--- config.mk ---
export PLATFORM = sky130hd
export DESIGN_NAME = regfile_wb_arbiter
export DESIGN_NICKNAME = d
export VERILOG_FILES = /design/src/rtl/regfile_wb_arbiter.sv
export SDC_FILE = /design/constraint.sdc
export NUM_CORES = 1
export LEC_CHECK = 0
export ABC_AREA = 1
export CAP_MARGIN = 30
export CORE_MARGIN = 3
export CORE_UTILIZATION = 50
export CTS_BUF_LIST = sky130_fd_sc_hd__clkbuf_8
export DETAILED_ROUTE_END_ITERATION = 8
export PLACE_DENSITY = 0.89
export SLEW_MARGIN = 25
export SYNTH_ARGS = -nofsm -noshare
export SYNTH_HDL_FRONTEND = slang
export SYNTH_SLANG_ARGS = --single-unit
--- constraint.sdc ---
create_clock -name clk -period 6.7 [get_ports clk]
set_input_delay 2.01 -clock clk [delete_from_list [all_inputs] [get_ports clk]]
set_output_delay 2.01 -clock clk [all_outputs]
set_load 0.03 [all_outputs]
--- src/rtl/regfile_wb_arbiter.sv ---
// regfile_wb_arbiter: shares the register file write port between the
// in-order WB stage (always wins) and a long-latency secondary unit. One
// secondary result is buffered. A scoreboard of pending secondary
// destinations drives decode hazard stalls. A starvation counter requests a
// pipeline bubble so that the buffered result can drain.
module regfile_wb_arbiter #(
  parameter int DATA_W       = 32,
  parameter int REG_AW       = 5,
  parameter int STARVE_LIMIT = 4
) (
  input  logic              clk,
  input  logic              reset,
  input  logic              pri_we,
  input  logic [REG_AW-1:0] pri_rd,
  input  logic [DATA_W-1:0] pri_wdata,
  input  logic              sec_valid,
  output logic              sec_ready,
  input  logic [REG_AW-1:0] sec_rd,
  input  logic [DATA_W-1:0] sec_wdata,
  input  logic              issue_valid,
  input  logic [REG_AW-1:0] issue_rd,
  input  logic [REG_AW-1:0] dec_rs1,
  input  logic [REG_AW-1:0] dec_rs2,
  input  logic [REG_AW-1:0] dec_rd,
  output logic              dec_stall,
  output logic              pipe_stall,
  output logic              rf_we,
  output logic [REG_AW-1:0] rf_wr,
  output logic [DATA_W-1:0] rf_wdata,
  output logic [31:0]       busy_vec
);

  localparam int CNT_W = $clog2(STARVE_LIMIT + 1);
  localparam logic [CNT_W-1:0] LIMIT = CNT_W'(STARVE_LIMIT);

  logic              holdValid_q, holdValid_d;
  logic [REG_AW-1:0] holdRd_q, holdRd_d;
  logic [DATA_W-1:0] holdData_q, holdData_d;
  logic [31:1]       busy_q, busy_d;
  logic [CNT_W-1:0]  starveCnt_q, starveCnt_d;
  logic              pipeStall_q, pipeStall_d;

  logic        priWrite;
  logic        drain;
  logic        accept;
  logic [31:0] busyFull;
  logic [31:0] drainMask;
  logic [31:0] busyVisible;
  logic [31:0] busyNext;

  // Classify this cycle's port activity: primary write, buffer drain, accept
  always_comb begin
    priWrite  = pri_we && (pri_rd != '0);
    drain     = holdValid_q && !priWrite;
    accept    = sec_valid && !holdValid_q;
    sec_ready = !holdValid_q;
  end

  // Write port mux: the primary always wins, and the buffer drains into idle slots
  always_comb begin
    rf_we    = 1'b0;
    rf_wr    = '0;
    rf_wdata = '0;
    if (priWrite) begin
      rf_we    = 1'b1;
      rf_wr    = pri_rd;
      rf_wdata = pri_wdata;
    end else if (holdValid_q) begin
      rf_we    = 1'b1;
      rf_wr    = holdRd_q;
      rf_wdata = holdData_q;
    end
  end

  // Hazard detection; the register being drained is bypassed by the RF, so it does not stall
  always_comb begin
    busyFull    = {busy_q, 1'b0};
    drainMask   = drain ? (32'd1 << holdRd_q) : 32'd0;
    busyVisible = busyFull & ~drainMask;
    dec_stall   = busyVisible[dec_rs1] || busyVisible[dec_rs2] || busyVisible[dec_rd];
    busy_vec    = busyFull;
    pipe_stall  = pipeStall_q;
  end

  // Next state for the buffer, scoreboard and starvation tracking
  always_comb begin
    holdValid_d = holdValid_q;
    holdRd_d    = holdRd_q;
    holdData_d  = holdData_q;
    if (drain) begin
      holdValid_d = 1'b0;
    end
    if (accept && (sec_rd != '0)) begin
      holdValid_d = 1'b1;
      holdRd_d    = sec_rd;
      holdData_d  = sec_wdata;
    end

    if (holdValid_q && priWrite) begin
      starveCnt_d = (starveCnt_q == LIMIT) ? starveCnt_q : starveCnt_q + CNT_W'(1);
    end else begin
      starveCnt_d = '0;
    end
    pipeStall_d = holdValid_d && (starveCnt_d == LIMIT);

    busyNext = busyFull;
    if (drain) begin
      busyNext[holdRd_q] = 1'b0;
    end
    if (issue_valid && (issue_rd != '0) && !dec_stall) begin
      busyNext[issue_rd] = 1'b1;
    end
    busy_d = busyNext[31:1];
  end

  // State register with synchronous reset that discards any in-flight result
  always_ff @(posedge clk) begin
    if (reset) begin
      holdValid_q <= 1'b0;
      holdRd_q    <= '0;
      holdData_q  <= '0;
      busy_q      <= '0;
      starveCnt_q <= '0;
      pipeStall_q <= 1'b0;
    end else begin
      holdValid_q <= holdValid_d;
      holdRd_q    <= holdRd_d;
      holdData_q  <= holdData_d;
      busy_q      <= busy_d;
      starveCnt_q <= starveCnt_d;
      pipeStall_q <= pipeStall_d;
    end
  end

endmodule

; Word level (Yosys, flattened, before mapping)
; Cells that the tools add are included.
[totals]
latch_bits = 0
input_bits = 99
reg_bits = 73
ramBits = 0
output_inout_bits = 73
mem_bits_ro = 0
n_memories = 0
[classes]
magnitude_cmp = 7
bitwise = 5
n_eq_ne = 2
div = 0
n_shift = 1
n_addsub = 1
n_mux = 23
n_mul = 0
n_reduce_logical = 18
[ops]
columns = op, n
row1 = two-way mux 32 bit, 5
row2 = bitwise AND 32 bit, 2
row3 = inverter 32 bit, 2
row4 = OR 32 bit, 1
row5 = left shift 1 x 5 -> 32 bit (first input constant), 1
row6 = < comparator 5 x 6 -> 1 bit (second input constant), 5
row7 = binary-select mux 1 bit (select 5 bit), 3
row8 = nonzero test 5 bit, 3
row9 = demux 1 bit (select 5 bit), 2
row10 = >= comparator 5 x 1 -> 1 bit (second input constant), 2
row11 = logical AND 1 bit, 10
row12 = two-way mux 5 bit, 2
row13 = two-way mux 1 bit, 9
row14 = equality test 3 bit (second input constant), 2
row15 = two-way mux 3 bit, 2
row16 = adder 3 x 1 -> 3 bit (second input constant), 1
row17 = zero test 1 bit, 3
row18 = logical OR 1 bit, 2

; Longest topological paths before layout
[depth]
ltp_word = 14
mapped_depth = 17
mapped_depth_nobuf = 15

; Worst setup path before layout
; Ideal clock, no wire load.
[synth_timing]
path_kind = input to output
startpoint = input port dec_rs2[0]
endpoint = output port dec_stall
cell_stages = 14
required_time_ps = 4690
t_arrival_ps = 3527
n_path_buf = 2
slack_ps = 1163
cell_sequence = buf_2 -> clkinv_1 -> nor2_1 -> inv_1 -> nor2_1 -> nor2_1 -> nand2_1 -> nand3_1 -> nand3_1 -> nand2_1 -> nand2_1 -> nor2_4 -> buf_6 -> inv_1
[synth_between]
elab_chain_len = 4
[synth_rtl]
columns = item, line
row1 = "start, declared", 23  ; input logic [REG_AW-1:0] dec_rs2,
row2 = binary-select mux 1 bit (select 5 bit), 80  ; dec_stall = busyVisible[dec_rs1] || busyVisible[dec_rs2] || busyVisible[dec_rd];
row3 = two-way mux 1 bit (not written as such), 80
row4 = logical OR 1 bit (2 in series), 80
row5 = "end, declared", 25  ; output logic dec_stall,
; Every way passes these cells. The select of a mux whose other input is x is not followed.

; Worst setup path after layout
[layout_timing]
startpoint = input port pri_rd[2]
endpoint = output port dec_stall
[layout_between]
elab_chain_len = 11
word_cells_on_any_way = 15
classes_between = mux: 7 / bitwise: 2 / reduce/logical: 6
[layout_rtl]
columns = item, line
row1 = "start, declared", 14  ; input logic [REG_AW-1:0] pri_rd,
row2 = nonzero test 5 bit (*), 53  ; priWrite = pri_we && (pri_rd != '0);
row3 = logical AND 1 bit (*), 53
row4 = zero test 1 bit (*), 54  ; drain = holdValid_q && !priWrite;
row5 = logical AND 1 bit (*), 54
row6 = two-way mux 32 bit (*), 78  ; drainMask = drain ? (32'd1 << holdRd_q) : 32'd0;
row7 = inverter 32 bit (*), 79  ; busyVisible = busyFull & ~drainMask;
row8 = bitwise AND 32 bit (*), 79
row9 = binary-select mux 1 bit (select 5 bit), 80
row10 = two-way mux 1 bit (not written as such), 80
row11 = logical OR 1 bit, 80
row12 = logical OR 1 bit (*), 80
; Every way passes the cells marked *; elsewhere a longest branch is shown, timed or not. The select of a mux whose other input is x is not followed.

==> reports/results.ini <==
[sta]
finalCriticalPeriod_ns = 6.537
setup_viol = 0
relSlewSlack_pct = 38.55
tightest_slew_ns = 0.9207
slew_viol_final = 0
period_share_pct = 97.56
rsz0062_at_grt = no
layout_setup_ws_ns = 0.1635
hold_viol_final = 0
whs_ns = 0.4987
fmax_mhz = 153.0
skew_ns = 0.01347

[global_route]
grt_max_degree = 44
grtUsageTotal_pct = 37.51
grt_pass1_vias = 5728
grt_pass1_wl_um = 29970
antenna_found_initial = 0
gr-total-overflow = 0

[pwr]
powerDensity_nw_per_um2 = 170.8
p_leak_nw = 2.742
ir_drop_uv = 111.9

[floorplanning]
die_w_um = 101.8
die_height_um = 101.8
initial_core_util_pct = 52.10
core.rowCount = 34
die_area_um2 = 10360
io_pins = 172
core_area_um2 = 8806

[routing]
totalWireLength_um = 19590
drc = 0
vias = 6137
drt_iter0_drc = 641
routedWlPerCell_um = 18.89
drtPass1Iterations = 6
via_per_inst = 5.918
drtAntennaViolNets = 0

[synth]
yosys_warnings = 0
yosysSeqAreaShare_pct = 31.85
avgSynthCellArea_um2 = 6.118
syn_inst = 750
synth.distinct_cells = 26
synthesis.nets = 851
synth_seq_cells = 73
netlist_area_um2 = 4588

[clock_network]
cts_hold_buf = 0
clockBufferDepth = 2
clk_pin_slew_ns = 0.08
htree_levels = 3
clk_latency_ns = 0.35
cts_tree = built
cts.sinks = 73
cts_buffers = 9
root_buffer = clkbuf_8

[setup_path]
path_class = primary input to output port
cp.arrival_ns = 4.53
start_kind = primary input
critical_path_peak_fanout = 28
end_kind = output port
cp.required_ns = 4.69

[cells_and_area]
fill_cells = 695
mostFrequentLayoutCell = nor2_1
area_growth_syn_to_layout_pct = 46.00
num_antenna_cells = 0
drive_gt1_share_pct = 6.566
nets = 1025
final_cell_mix = 177 x nor2_1, 169 x clkdlybuf4s50_1, 139 x nand3_1

[worst_hold_path]
hp-class = flip-flop to flip-flop

[placed_design]
port_buffers = 170
gp_congestion = 1.103
preCtsSetupSlack_ns = -0.03082
hpwl_um = 15300

[run_status]
outcome = finished clean

[job]
drv_cap = 0

-- registers in the layout (all words and copies together), names as in the netlist --
name and cells:
busy_q 31, starveCnt_q 3, holdRd_q 5, holdData_q 32, holdValid_q 1, pipe_stall 1
-- cell usage after synthesis, drive strengths merged --
library cell	instances	area, um2
clkbuf	24	90.09
conb	1	3.750
buf	17	127.6
nor2	178	675.7
and3	1	6.260
or2	1	6.260
nor3	1	5.000
o22ai	1	6.260
nand2	146	565.5
xor2	1	8.760
inv	39	146.4
a22o	32	280.3
xnor2	1	8.760
dfxtp	73	1461
o21ai	48	240.2
ha	2	25.02
o21bai	2	15.01
nand3	141	715.7
a21oi	37	185.2
clkinv	4	15.01
-- cell type report --
| class | count | area [um2] | share of cell area [%] |
|---|---|---|---|
| inverters | 43 | 161.4 | 2.409 |
| clock inverters | 7 | 71.32 | 1.065 |
| multi-input cells | 593 | 2750 | 41.05 |
| flip-flops and latches | 73 | 1461 | 21.82 |
| clock buffers | 9 | 123.9 | 1.849 |
| repair buffers | 204 | 1996 | 29.79 |
| well taps | 108 | 135.1 | 2.017 |
-- routing by layer --
layer / wire length (um) / part of all wire (%) / up-vias / global-route usage [%]
met5: 0 / 0 / - / 0
met4: 886 / 4.5 / 0 / 17.08
met3: 2307 / 12 / 76 / 9.642
met2: 8996 / 46 / 451 / 60.87
met1: 7403 / 38 / 2781 / 46.72
li1: - / - / 2829 / -
-- cells by family after synthesis --
kind of cell | count (synthesis) | share of synthesized area, %
flops | 73 | 31.85
fa+ha+maj | 2 | 0.5453
simple gates | 468 | 43.03
xor+xnor | 2 | 0.3819
compound gates | 120 | 15.84
buf+inv | 84 | 8.263
other cells | 1 | 0.08173
-- power by group --
part	total, W	leakage [nW]	internal, W	switching [W]
Clock	0.000351	0.0970	0.000172	0.000179
Sequential	0.000472	0.597	0.000455	0.0000166
Combinational	0.000321	2.05	0.000139	0.000182
Total	0.00114	2.74	0.000766	0.000378
-- stage by stage --
| step | setup TNS (ns) | cell area, um2 | util (%) | std cells | power, W |
|---|---|---|---|---|---|
| global route | 0 | 6699 | 76.07 | 1037 | 0.001187 |
| finish | 0 | 6699 | 76.07 | 1037 | 0.001144 |
| detailed placement | -0.03082 | 6490 | 73.70 | 1020 | 0.0007948 |
| CTS | 0 | 6684 | 75.90 | 1036 | 0.001138 |
| global placement | -0.07086 | 6472 | 73.50 | 1019 | 0.0007826 |
| floorplan | 0 | 4588 | - | 750 | 0.0006519 |
-- worst paths after layout --
path                       start             end  slack, ns  cells after the start
setup reg to reg     holdValid_q      busy_q[17]       3.83                     14
setup / recovery       pri_rd[2]       dec_stall       0.16                     18
hold / removal    holdData_q[27]  holdData_q[27]       0.50                      2
hold reg to reg   holdData_q[27]  holdData_q[27]       0.50                      2
-- what timing repair did --
item	CTS	global route
setup endpoints to repair	1	0
buffers inserted	0	0
gates resized for setup	1	0
-- critical path: stages --
cell,delay [ns]
clkdlybuf4s50_1,0.45
nor2_1,0.11
nand3_1,0.09
nand2_2,0.09
buf_12,0.18
buf_4,0.13
nand3_1,0.16
nand2_1,0.18
o21ai_0,0.09
nor2_1,0.14
nand2_1,0.08
nand3_1,0.08
nand2_1,0.05
nand2_1,0.05
nand2_1,0.10
nor2_4,0.15
inv_1,0.04
dlygate4sd2_1,0.34
Note: power is estimated with default switching activity, not from simulation.
